<file path="src/rtl/video_scanout.sv">
// video_scanout: raster-order reader of the video RAM (port b). Generates
// VGA-style timing, fetches framebuffer pixels with integer upscaling and
// emits pixel/hsync/vsync/de plus frame_start and vblank status.
// Pipeline: stage 0 counters, stage 1 rd_addr, stage 2 RAM q, stage 3 outputs.
module video_scanout #(
   parameter int H_ACTIVE    = 640,
   parameter int H_FP        = 16,
   parameter int H_SYNC      = 96,
   parameter int H_BP        = 48,
   parameter int V_ACTIVE    = 480,
   parameter int V_FP        = 10,
   parameter int V_SYNC      = 2,
   parameter int V_BP        = 33,
   parameter int FB_W        = 160,
   parameter int SCALE_SHIFT = 2,
   parameter int ADDR_W      = 16,
   parameter int PIX_W       = 8
) (
   input  logic              clk,
   input  logic              reset,
   input  logic [ADDR_W-1:0] fb_base,
   output logic [ADDR_W-1:0] rd_addr,
   input  logic [PIX_W-1:0]  rd_data,
   output logic [PIX_W-1:0]  pixel,
   output logic              hsync,
   output logic              vsync,
   output logic              de,
   output logic              frame_start,
   output logic              vblank
);

   localparam int H_TOTAL = H_ACTIVE + H_FP + H_SYNC + H_BP;
   localparam int V_TOTAL = V_ACTIVE + V_FP + V_SYNC + V_BP;
   localparam int HW      = $clog2(H_TOTAL);
   localparam int VW      = $clog2(V_TOTAL);

   localparam logic [HW-1:0]     H_LAST   = HW'(H_TOTAL - 1);
   localparam logic [HW-1:0]     H_ACT    = HW'(H_ACTIVE);
   localparam logic [HW-1:0]     HS_START = HW'(H_ACTIVE + H_FP);
   localparam logic [HW-1:0]     HS_END   = HW'(H_ACTIVE + H_FP + H_SYNC);
   localparam logic [VW-1:0]     V_LAST   = VW'(V_TOTAL - 1);
   localparam logic [VW-1:0]     V_ACT    = VW'(V_ACTIVE);
   localparam logic [VW-1:0]     VS_START = VW'(V_ACTIVE + V_FP);
   localparam logic [VW-1:0]     VS_END   = VW'(V_ACTIVE + V_FP + V_SYNC);
   // Lines sharing one framebuffer row: the row advances after the last of them.
   localparam logic [VW-1:0]     ROW_MASK = VW'((1 << SCALE_SHIFT) - 1);
   localparam logic [ADDR_W-1:0] ROW_STEP = ADDR_W'(FB_W);

   // Per-pixel timing flags carried down the pipeline alongside the RAM read.
   typedef struct packed {
      logic active;
      logic hsync_n;
      logic vsync_n;
      logic first;
      logic blank;
   } flags_t;

   // Idle flags: not active, both syncs deasserted (high), no pulse, no blank.
   localparam flags_t FLAGS_IDLE = flags_t'(5'b01100);

   logic [HW-1:0]     h_q, h_d;
   logic [VW-1:0]     v_q, v_d;
   logic [ADDR_W-1:0] row_q, row_d;
   logic [ADDR_W-1:0] base_q, base_d;
   logic [ADDR_W-1:0] rd_addr_q, rd_addr_d;
   logic [PIX_W-1:0]  pixel_q, pixel_d;
   flags_t            s0, s1_q, s2_q, out_q;
   logic              line_end, frame_end;

   // Stage 0: raster counters, row accumulator, frame-latched base, next read address.
   always_comb begin
      // NOTE: every signal written here gets a default first, so no path leaves it unassigned (no latch).
      h_d       = h_q;
      v_d       = v_q;
      row_d     = row_q;
      base_d    = base_q;
      rd_addr_d = rd_addr_q;
      s0        = FLAGS_IDLE;
      line_end  = (h_q == H_LAST);
      frame_end = line_end && (v_q == V_LAST);

      h_d = line_end ? '0 : h_q + HW'(1);
      if (line_end) begin
         v_d = (v_q == V_LAST) ? '0 : v_q + VW'(1);
      end

      if (frame_end) begin
         row_d  = '0;
         base_d = fb_base;
      end else if (line_end && ((v_q & ROW_MASK) == ROW_MASK)) begin
         row_d = row_q + ROW_STEP;
      end

      s0.active  = (h_q < H_ACT) && (v_q < V_ACT);
      s0.hsync_n = !((h_q >= HS_START) && (h_q < HS_END));
      s0.vsync_n = !((v_q >= VS_START) && (v_q < VS_END));
      s0.first   = (h_q == '0) && (v_q == '0);
      s0.blank   = (v_q >= V_ACT);

      // Address arithmetic wraps modulo 2^ADDR_W; outside the active area the address holds.
      if (s0.active) begin
         rd_addr_d = base_q + row_q + ADDR_W'(h_q >> SCALE_SHIFT);
      end
   end

   // Stage 3 pixel select: RAM data inside the active area, black elsewhere.
   always_comb begin
      pixel_d = s2_q.active ? rd_data : '0;
   end

   // All state registers with synchronous reset; base is reloaded from fb_base while in reset.
   always_ff @(posedge clk) begin
      // NOTE: sequential state uses non-blocking assignments so every register samples pre-edge values.
      if (reset) begin
         h_q       <= '0;
         v_q       <= '0;
         row_q     <= '0;
         base_q    <= fb_base;
         rd_addr_q <= '0;
         s1_q      <= FLAGS_IDLE;
         s2_q      <= FLAGS_IDLE;
         out_q     <= FLAGS_IDLE;
         pixel_q   <= '0;
      end else begin
         h_q       <= h_d;
         v_q       <= v_d;
         row_q     <= row_d;
         base_q    <= base_d;
         rd_addr_q <= rd_addr_d;
         s1_q      <= s0;
         s2_q      <= s1_q;
         out_q     <= s2_q;
         pixel_q   <= pixel_d;
      end
   end

   assign rd_addr     = rd_addr_q;
   assign pixel       = pixel_q;
   assign hsync       = out_q.hsync_n;
   assign vsync       = out_q.vsync_n;
   assign de          = out_q.active;
   assign frame_start = out_q.first;
   assign vblank      = out_q.blank;

endmodule

</file>
<file path="config.mk">
export PLATFORM = sky130hd
export DESIGN_NAME = video_scanout
export DESIGN_NICKNAME = d
export VERILOG_FILES = /design/src/rtl/video_scanout.sv
export SDC_FILE = /design/constraint.sdc
export NUM_CORES = 1
export LEC_CHECK = 0
export CAP_MARGIN = 20
export CORE_UTILIZATION = 55
export CTS_CLUSTER_DIAMETER = 40
export DETAILED_ROUTE_END_ITERATION = 10
export PLACE_DENSITY = 0.8
export RECOVER_POWER = 50
export SLEW_MARGIN = 25
export SYNTH_ARGS = -nofsm -noshare
export SYNTH_HDL_FRONTEND = slang
export SYNTH_SLANG_ARGS = --single-unit
</file>
<file path="constraint.sdc">
create_clock -name clk -period 4.3 [get_ports clk]
set_input_delay 0.43 -clock clk [delete_from_list [all_inputs] [get_ports clk]]
set_output_delay 0.43 -clock clk [all_outputs]
set_load 0.02 [all_outputs]
</file>
==> out/qor.csv, run 1 <==
stage;metric;value;unit
clocking;clock_latency;0.36;ns
final_layout;layout.nets;523;
timing;fin_skew;0.01530;ns
synthesis;syn-num-nets;469;
power;pwr-share-seq;54.2;%
final_layout;mostFrequentLayoutCell;dfxtp_1;
routing;wire_per_inst;13.58;um
power;combPwrFrac;9.5;%
power;clockPowerShare;36.3;%
setup_path;cp-end-kind;register;
timing;clock.fmax;344.0;MHz
place;hpwl;5.526;mm
synthesis;synth_area_leaders;dfxtp_1 34%, edfxtp_1 12%, ha_1 9.8%, xnor2_1 5.0%, nor2_1 4.1%;
routing;drt-total-wl;7.634;mm
hold_path;min_path_cells;1;
status;status;finished, violations left;
timing;drv_slew;42;
timing;worst_pin_slew;1.630;ns
power;power_density;327.4;mW/mm2
status;violations;max-capacitance violations, max-slew violations;
synthesis;avgSynthCellArea;9.988;um2
synthesis;yosysUniqueCellTypes;54;
power;switching_share;24.69;%
timing;final.setup.tns;0;ns
floorplanning;io_pins;55;
timing;hold_viol;0;
final_layout;final_cell_mix;70 x dfxtp_1, 44 x nor2_1, 38 x nand2_1, 33 x dlygate4sd3_1, 32 x ha_1;
run;timing.max_cap.violations;1;
power;p_sw;0.3945;mW
global_routing;grt_antenna_before_repair;0;
power;leakagePower;2.043;nW
floorplanning;dieArea;0.007739;mm2
synthesis;yosysSeqAreaShare;46.29;%
timing;fin_crit;2.907;ns
clocking;htree_levels;3;
setup_path;startpoint_type;register;
setup_path;cp.arrival;3.17;ns
clocking;clkSinkCount;86;
routing;viasPerCell;5.395;
floorplanning;die_h;87.97;um
global_routing;grt.overflow.total;0;
synthesis;syn_inst;407;
timing;slew_headroom;-8.693;%
clocking;hold_buffers;0;
setup_path;worstRegToRegCells;10;
final_layout;n_antenna_cell;0;
routing;drtIter0Drc;167;
routing;ant_nets;0;
synthesis;synth_area_leader_cell;dfxtp_1;
clocking;post-cts-setup-buffers;0;
synthesis;synth.top_cell.area_share;34.47;%
synthesis;synth-seq-cells;86;
timing;setup_slack;1.393;ns
routing;num_vias;3032;
timing;fin_crit_sh;67.61;%
floorplanning;initial_core_util;58.23;%
clocking;cts_root_buf;clkbuf_8;
final_layout;area_growth;20.04;%
place;port_buffers;54;
timing;rsz0062_at_grt;no;
final_layout;drive_above_1_share;7.940;%
global_routing;gr-usage-all-layers;21.13;%
timing;setup_viol;0;
floorplanning;fp-row-count;30;
setup_path;crit_path_max_fanout;7;
power;p_int;1.203;mW
place;dp_slack;1.438;ns
synthesis;syn_area;0.004065;mm2
hold_path;hold_class;reg -> reg;
floorplanning;core-area;0.006982;mm2
setup_path;critical_path_required;4.57;ns
synthesis;ys_warn_count;0;
clocking;cts.clk_slew.worst_paths;0.10;ns
setup_path;worstSetupPathType;reg -> reg;
global_routing;grt_pass1_vias;2762;
global_routing;grt_start_max_net_pins;42;
floorplanning;fp.dieW;87.97;um
routing;drc;0;
place;gp_congestion;0.8257;
global_routing;grt_pass1_wl;12.63;mm
routing;firstDrtPassIters;4;
clocking;cts_tree;built;
clocking;cts_max_path_buffers;2;
clocking;cts_resized;0;
power;peakVddDrop;0.1835;mV
clocking;numCtsBuffers;9;
==> critical path: stages (launching register included) <==
cell and delay [ns]:
dfxtp_1 0.45, inv_1 0.13, fa_1 0.54, inv_1 0.04
ha_1 0.36, a21o_1 0.23, a221o_1 0.40, a221oi_2 0.28
xnor2_1 0.15, nand2_1 0.07, a21oi_1 0.17
==> metrics by stage <==
| stage | power [mW] | instances | utilization (%) | area (um2) | hold WS [ns] |
|---|---|---|---|---|---|
| after floorplan | 0.9720 | 407 | - | 4065 | 0.3895 |
| after global placement | 1.038 | 546 | 67.03 | 4679 | 0.3918 |
| after detailed placement | 1.041 | 546 | 67.03 | 4679 | 0.3937 |
| after CTS | 1.617 | 562 | 69.95 | 4883 | 0.4168 |
| after global routing | 1.665 | 562 | 69.89 | 4880 | 0.4328 |
| final | 1.598 | 562 | 69.89 | 4880 | 0.4156 |
==> sequential cells by signal, summed over array words and instances, names as in the netlist <==
name         count
frame_start      1
de               1
rd_addr         16
s1_q             5
base_q          16
s2_q             5
h_q             10
vblank           1
pixel            8
vsync            1
v_q             10
hsync            1
row_q           11
==> power groups by stage <==
stage	sequential [mW]	clock, mW	combinational [mW]
after floorplan	0.899	0	0.0732
after global placement	0.885	0	0.153
after detailed placement	0.885	0	0.156
after CTS	0.866	0.593	0.157
after global routing	0.869	0.629	0.166
final	0.866	0.580	0.152
==> logic make-up (layout without fill, tap and decap cells) <==
| logic type | after synthesis | count (layout) | synth area share [%] |
|---|---|---|---|
| flops | 86 | 86 | 46.29 |
| mux | 3 | 3 | 0.7387 |
| fa+ha+maj | 36 | 36 | 11.82 |
| buf+inv | 27 | 86 | 2.893 |
| compound gates | 54 | 54 | 9.234 |
| xor+xnor | 37 | 37 | 7.972 |
| simple gates | 164 | 164 | 21.05 |
==> per-layer routing <==
metal / track usage, % / share of wire (%) / up-vias
met5: 0 / 0 / -
met4: 8.495 / 1.2 / 0
met3: 3.959 / 6.2 / 11
met2: 34.81 / 47 / 100
met1: 27.41 / 45 / 1397
li1: - / - / 1524
==> synth_stat cells, drive strengths merged <==
master and instances:
a221o 1, a221oi 2, inv 13, clkbuf 8, a21o 6, xor2 14
nand4 9, o221ai 2, a31o 1, nor3 5, a211oi 1, o2111ai 2
and4 3, nor2 44, and2 10, o21ai 13, edfxtp 16, a311oi 1
or4 2, nand3 15, nor4b 2, nor2b 9, a31oi 1, xnor2 23
dfxtp 70, nor3b 7, nand2b 2, or2 5, a21oi 21, nand3b 1
a211o 1, or3 3, fa 4, a22oi 1, mux2i 3, buf 6
nor4 4, o311a 1, nand2 38, ha 32, and3 5
==> path summary, 6_finish.rpt <==
path / start / end / slack [ns]
setup / recovery: h_q[7]$_SDFF_PP0_ / rd_addr[13]$_SDFFE_PP0P_ / 1.39
hold / removal: s2_q[2]$_SDFF_PP1_ / vsync$_SDFF_PP1_ / 0.42
setup reg to reg: h_q[7]$_SDFF_PP0_ / rd_addr[13]$_SDFFE_PP0P_ / 1.39
hold reg to reg: s2_q[2]$_SDFF_PP1_ / vsync$_SDFF_PP1_ / 0.42
==> layout make-up <==
cell class | instances | area [um2]
repair buffers | 57 | 559.3
clock buffers | 9 | 123.9
flip-flops and latches | 86 | 1882
fillers | 572 | 2102
well taps | 96 | 120.1
clock inverters | 7 | 80.08
multi-input cells | 294 | 2066
inverters | 13 | 48.80
(Power assumes the default switching activity.)
==> run 2, diff against run 1 <==
==> constraint.sdc (replaced) <==
create_clock -name clk -period 2.92 [get_ports clk]
set_input_delay 0.292 -clock clk [delete_from_list [all_inputs] [get_ports clk]]
set_output_delay 0.292 -clock clk [all_outputs]
set_load 0.02 [all_outputs]
==> run 2 against run 1 <==
Maximum frequency rose by 4.5%. Routed wire length is 1.7% lower. Highest routed layer unchanged. Via count down 1.0%. The flow now finishes without violations. Worst setup slack worse by 1.3 ns.
==> out/qor.csv, run 2 (synthesis gave the netlist of run 1 again) <==
stage;metric;value;unit
status;status;finished clean;
place;hpwl;5.544;mm
clocking;cts_root_buf;clkbuf_8;
setup_path;startpoint_type;register;
global_routing;grt_pass1_wl;12.94;mm
routing;drtIter0Drc;135;
place;port_buffers;54;
final_layout;n_antenna_cell;0;
power;leakagePower;2.065;nW
setup_path;path_buf_inv;2;
final_layout;final_cell_mix;69 x dfxtp_1, 44 x nor2_1, 41 x dlygate4sd3_1, 38 x nand2_1, 32 x ha_1;
routing;viasPerCell;5.340;
final_layout;final_cells;562;
place;dp.cells;546;
final_layout;area_growth;20.87;%
setup_path;cpPeakStageDelay;0.53;ns
clocking;cts.clk_slew.worst_paths;0.09;ns
routing;drc;0;
timing;setup_viol;0;
setup_path;crit_path_max_fanout;7;
floorplanning;fp.dieW;87.97;um
clocking;post-cts-setup-buffers;0;
final_layout;mostFrequentLayoutCell;dfxtp_1;
global_routing;grt.overflow.total;0;
global_routing;gr-usage-all-layers;21.75;%
floorplanning;initial_core_util;58.23;%
setup_path;cp.arrival;3.07;ns
setup_path;worstSetupPathType;reg -> reg;
floorplanning;dieArea;0.007739;mm2
timing;fin_crit;2.782;ns
final_layout;layout.nets;523;
final_layout;nFillCells;544;
timing;rsz0062_at_grt;no;
clocking;hold_buffers;0;
timing;final.setup.tns;0;ns
power;power_density;481.3;mW/mm2
global_routing;grt_pass1_vias;2835;
setup_path;critical_path_required;3.21;ns
clocking;clock_latency;0.36;ns
hold_path;hold_class;reg -> reg;
global_routing;grt_antenna_before_repair;0;
floorplanning;die_h;87.97;um
timing;slew_headroom;61.36;%
setup_path;crit_slowest_cell;fa_1;
timing;fin_skew;0.01231;ns
routing;wire_per_inst;13.35;um
clocking;cts_tree;built;
clocking;cts_max_path_buffers;2;
timing;clock.fmax;359.4;MHz
floorplanning;core-area;0.006982;mm2
clocking;htree_levels;3;
timing;worst_pin_slew;0.5735;ns
timing;fin_crit_sh;95.28;%
clocking;clkSinkCount;86;
timing;drv_slew;0;
routing;num_vias;3001;
routing;firstDrtPassIters;5;
setup_path;path_delay_family;compound AO/OA/AOI/OAI gates;
final_layout;drive_above_1_share;7.940;%
global_routing;grt_start_max_net_pins;42;
floorplanning;io_pins;55;
clocking;numCtsBuffers;9;
timing;hold_viol;0;
routing;ant_nets;0;
setup_path;cp-end-kind;register;
run;timing.max_cap.violations;0;
power;peakVddDrop;0.3008;mV
place;gp_congestion;0.8516;
routing;drt-total-wl;7.502;mm
setup_path;path_cells;inv_1 > fa_1 > inv_1 > ha_1 > a21o_1 > a221o_1 > a221oi_2 > xnor2_1 > nand2_1 > a21oi_1;
floorplanning;fp-row-count;30;
setup_path;cp_common_cell;inv_1;
[run 2: worst paths after layout]
kind | from | end | slack, ns | cells past startpoint
worst min-delay path | s2_q[3]$_SDFF_PP1_ | hsync$_SDFF_PP1_ | 0.42 | 1
worst max-delay path | h_q[7]$_SDFF_PP0_ | rd_addr[13]$_SDFFE_PP0P_ | 0.14 | 10
worst min register to register | s2_q[3]$_SDFF_PP1_ | hsync$_SDFF_PP1_ | 0.42 | 1
worst max register to register | h_q[7]$_SDFF_PP0_ | rd_addr[13]$_SDFFE_PP0P_ | 0.14 | 10
[run 2: through the flow]
stage	power, mW	setup slack [ns]	hold slack (ns)	cell area [um2]	utilization, %
final	2.365	0.1378	0.4182	4913	70.38
after global routing	2.471	0.04855	0.4315	4913	70.38
after CTS	2.397	0.08125	0.4183	4901	70.20
after detailed placement	1.535	0.09597	0.3971	4692	67.20
after global placement	1.529	0.1484	0.3922	4692	67.20
after floorplan	1.431	0.2797	0.3895	4065	-
[run 2: report_power, final]
group / internal (mW) / switching, mW
Combinational: 0.107 / 0.114
Clock: 0.452 / 0.416
Sequential: 1.25 / 0.0217
Total: 1.81 / 0.552
[run 2: layout make-up]
class	count	area (um2)	area share [%]
Clock inverter	4	52.55	1.070
Inverter	13	48.80	0.9931
Sequential cell	86	1883	38.32
Multi-Input combinational cell	294	2077	42.27
Tap cell	96	120.1	2.445
Timing Repair Buffer	57	575.6	11.71
Clock buffer	12	156.4	3.183
[run 2: per-layer routing]
metal  vias up  global-route usage [%]  part of all wire, %
li1       1520                       -                    -
met2        73                   35.59                   47
met4         0                   6.706                  1.4
met5         -                       0                    0
met3        11                   4.995                  4.4
met1      1397                   28.62                   47
[run 2: timing repair]
action	4_1_cts	5_1_grt
setup endpoints to repair	0	3
hold endpoints to repair	0	0
resized for setup	0	2
==> run 3, diff against run 2 <==
--- a/config.mk
+++ b/config.mk
@@ -9,8 +9,9 @@
 export CORE_UTILIZATION = 55
 export CTS_CLUSTER_DIAMETER = 40
 export DETAILED_ROUTE_END_ITERATION = 10
+export HOLD_SLACK_MARGIN = 0.15
 export PLACE_DENSITY = 0.8
-export RECOVER_POWER = 50
+export RECOVER_POWER = 100
 export SLEW_MARGIN = 25
 export SYNTH_ARGS = -nofsm -noshare
 export SYNTH_HDL_FRONTEND = slang
==> run 3 against run 2 <==
Combinational power decreased by 2%. Power is 0.12% lower. Sequential share of layout area grew 0.26 points. Critical path type unchanged.
==> out/qor.csv, run 3 (synthesis gave the netlist of run 1 again) <==
stage;metric;value;unit
status;status;finished clean;
global_routing;gr-usage-all-layers;21.75;%
floorplanning;core-area;0.006982;mm2
clocking;cts_max_path_buffers;2;
power;pwr-share-seq;54.0;%
clocking;cts_root_buf;clkbuf_8;
routing;ant_nets;0;
routing;num_vias;2991;
floorplanning;fp-row-count;30;
global_routing;grt_pass1_wl;12.94;mm
clocking;cts.clk_slew.worst_paths;0.09;ns
final_layout;final-seq-area;0.001883;mm2
final_layout;final_cell_mix;69 x dfxtp_1, 46 x dlygate4sd3_1, 44 x nor2_1, 38 x nand2_1, 32 x ha_1;
routing;drt-total-wl;7.509;mm
setup_path;worstSetupPathType;reg -> reg;
power;leakagePower;2.061;nW
global_routing;grt_antenna_before_repair;0;
routing;firstDrtPassIters;5;
clocking;numCtsBuffers;9;
place;hpwl;5.544;mm
clocking;cts_tree;built;
routing;viasPerCell;5.322;
final_layout;fin_area;0.004881;mm2
clocking;htree_levels;3;
floorplanning;initial_core_util;58.23;%
setup_path;cpPeakStageDelay;0.53;ns
power;peakVddDrop;0.3002;mV
timing;fin_crit;2.780;ns
timing;hold_viol;0;
routing;drtIter0Drc;152;
final_layout;n_antenna_cell;0;
hold_path;hold_class;reg -> reg;
setup_path;startpoint_type;register;
final_layout;nFillCells;549;
setup_path;crit_slowest_cell;fa_1;
routing;drc;0;
global_routing;grt_pass1_vias;2835;
power;power_density;484.0;mW/mm2
timing;worst_pin_slew;0.8315;ns
timing;drv_slew;0;
timing;fin_crit_sh;95.21;%
setup_path;cp-end-kind;register;
place;port_buffers;54;
timing;fin_skew;0.01148;ns
timing;final.setup.tns;0;ns
timing;rsz0062_at_grt;no;
setup_path;path_cells;inv_1 > fa_1 > inv_1 > ha_1 > a21o_1 > a221o_1 > a311oi_1 > nor4_1 > a211o_1;
global_routing;grt_start_max_net_pins;42;
routing;wire_per_inst;13.36;um
power;p_sw;0.5530;mW
power;switching_share;23.41;%
place;gp_congestion;0.8516;
timing;slew_headroom;44.53;%
floorplanning;io_pins;55;
final_layout;multi_input_area;0.002059;mm2
power;p_int;1.809;mW
final_layout;drive_above_1_share;7.296;%
global_routing;grt.overflow.total;0;
setup_path;cp_common_cell;inv_1;
setup_path;cp.arrival;3.03;ns
run;timing.max_cap.violations;0;
power;combPwrFrac;9.2;%
final_layout;layout.nets;523;
clocking;post-cts-setup-buffers;0;
setup_path;critical_path_required;3.17;ns
clocking;clock_latency;0.35;ns
final_layout;mostFrequentLayoutCell;dfxtp_1;
timing;setup_viol;0;
floorplanning;dieArea;0.007739;mm2
setup_path;path_buf_inv;2;
final_layout;area_growth;20.07;%
timing;clock.fmax;359.7;MHz
place;placed_area;0.004692;mm2
clocking;clkSinkCount;86;
setup_path;path_delay_family;compound AO/OA/AOI/OAI gates;
floorplanning;fp.dieW;87.97;um
power;clockPowerShare;36.8;%
setup_path;crit_path_max_fanout;7;
floorplanning;die_h;87.97;um
==> run 3: cell count changes in the layout (fill, tap and decap cells not counted), sizes merged <==
cell / before / now
clkdlybuf4s50: 13 / 8
dlygate4sd3: 41 / 46
buf: 3 / 2
clkbuf: 12 / 13
==> run 3: power by group through the flow <==
stage                     registers (mW)  logic, mW  clock network [mW]
after floorplan                     1.32      0.108                   0
after global placement              1.30      0.226                   0
after detailed placement            1.31      0.230                   0
after CTS                           1.28      0.232               0.888
after global routing                1.28      0.240               0.945
final                               1.28      0.216               0.870
==> run 3: area by class of cell <==
type	instances	area share (%)
Multi-Input combinational cell	294	42.19
Sequential cell	86	38.58
Inverter	13	0.9997
Clock inverter	4	1.077
Tap cell	96	2.461
Clock buffer	12	3.204
Timing Repair Buffer	57	11.48
==> run 3: worst paths after layout <==
check / startpoint / end / slack, ns / depth (start not counted)
hold reg to reg: s2_q[3]$_SDFF_PP1_ / hsync$_SDFF_PP1_ / 0.42 / 1
setup / recovery: h_q[7]$_SDFF_PP0_ / rd_addr[15]$_SDFFE_PP0P_ / 0.14 / 9
hold / removal: s2_q[3]$_SDFF_PP1_ / hsync$_SDFF_PP1_ / 0.42 / 1
setup reg to reg: h_q[7]$_SDFF_PP0_ / rd_addr[15]$_SDFFE_PP0P_ / 0.14 / 9
==> run 3: per-stage QoR <==
stage	hold WS, ns	cells	utilization, %	setup slack [ns]	power [mW]
4_1_cts	0.4183	562	70.20	0.08125	2.397
3_3_place_gp	0.3922	546	67.20	0.1484	1.529
5_1_grt	0.4315	562	69.91	0.04169	2.466
3_5_place_dp	0.3971	546	67.20	0.09597	1.535
2_1_floorplan	0.3895	407	-	0.2797	1.431
6_report	0.4178	562	69.91	0.1397	2.362
==> run 3: repair_timing <==
action | CTS | global route
hold buffers | 0 | 0
gates resized for setup | 0 | 2
setup endpoints to repair | 0 | 3
==> run 3: layer usage <==
metal  GRT usage [%]  up-vias  wire [um]
li1                -     1521          -
met1           28.62     1384       3574
met2           35.59       71       3462
met3           4.995       15        346
met4           6.706        0        125
met5               0        -          0
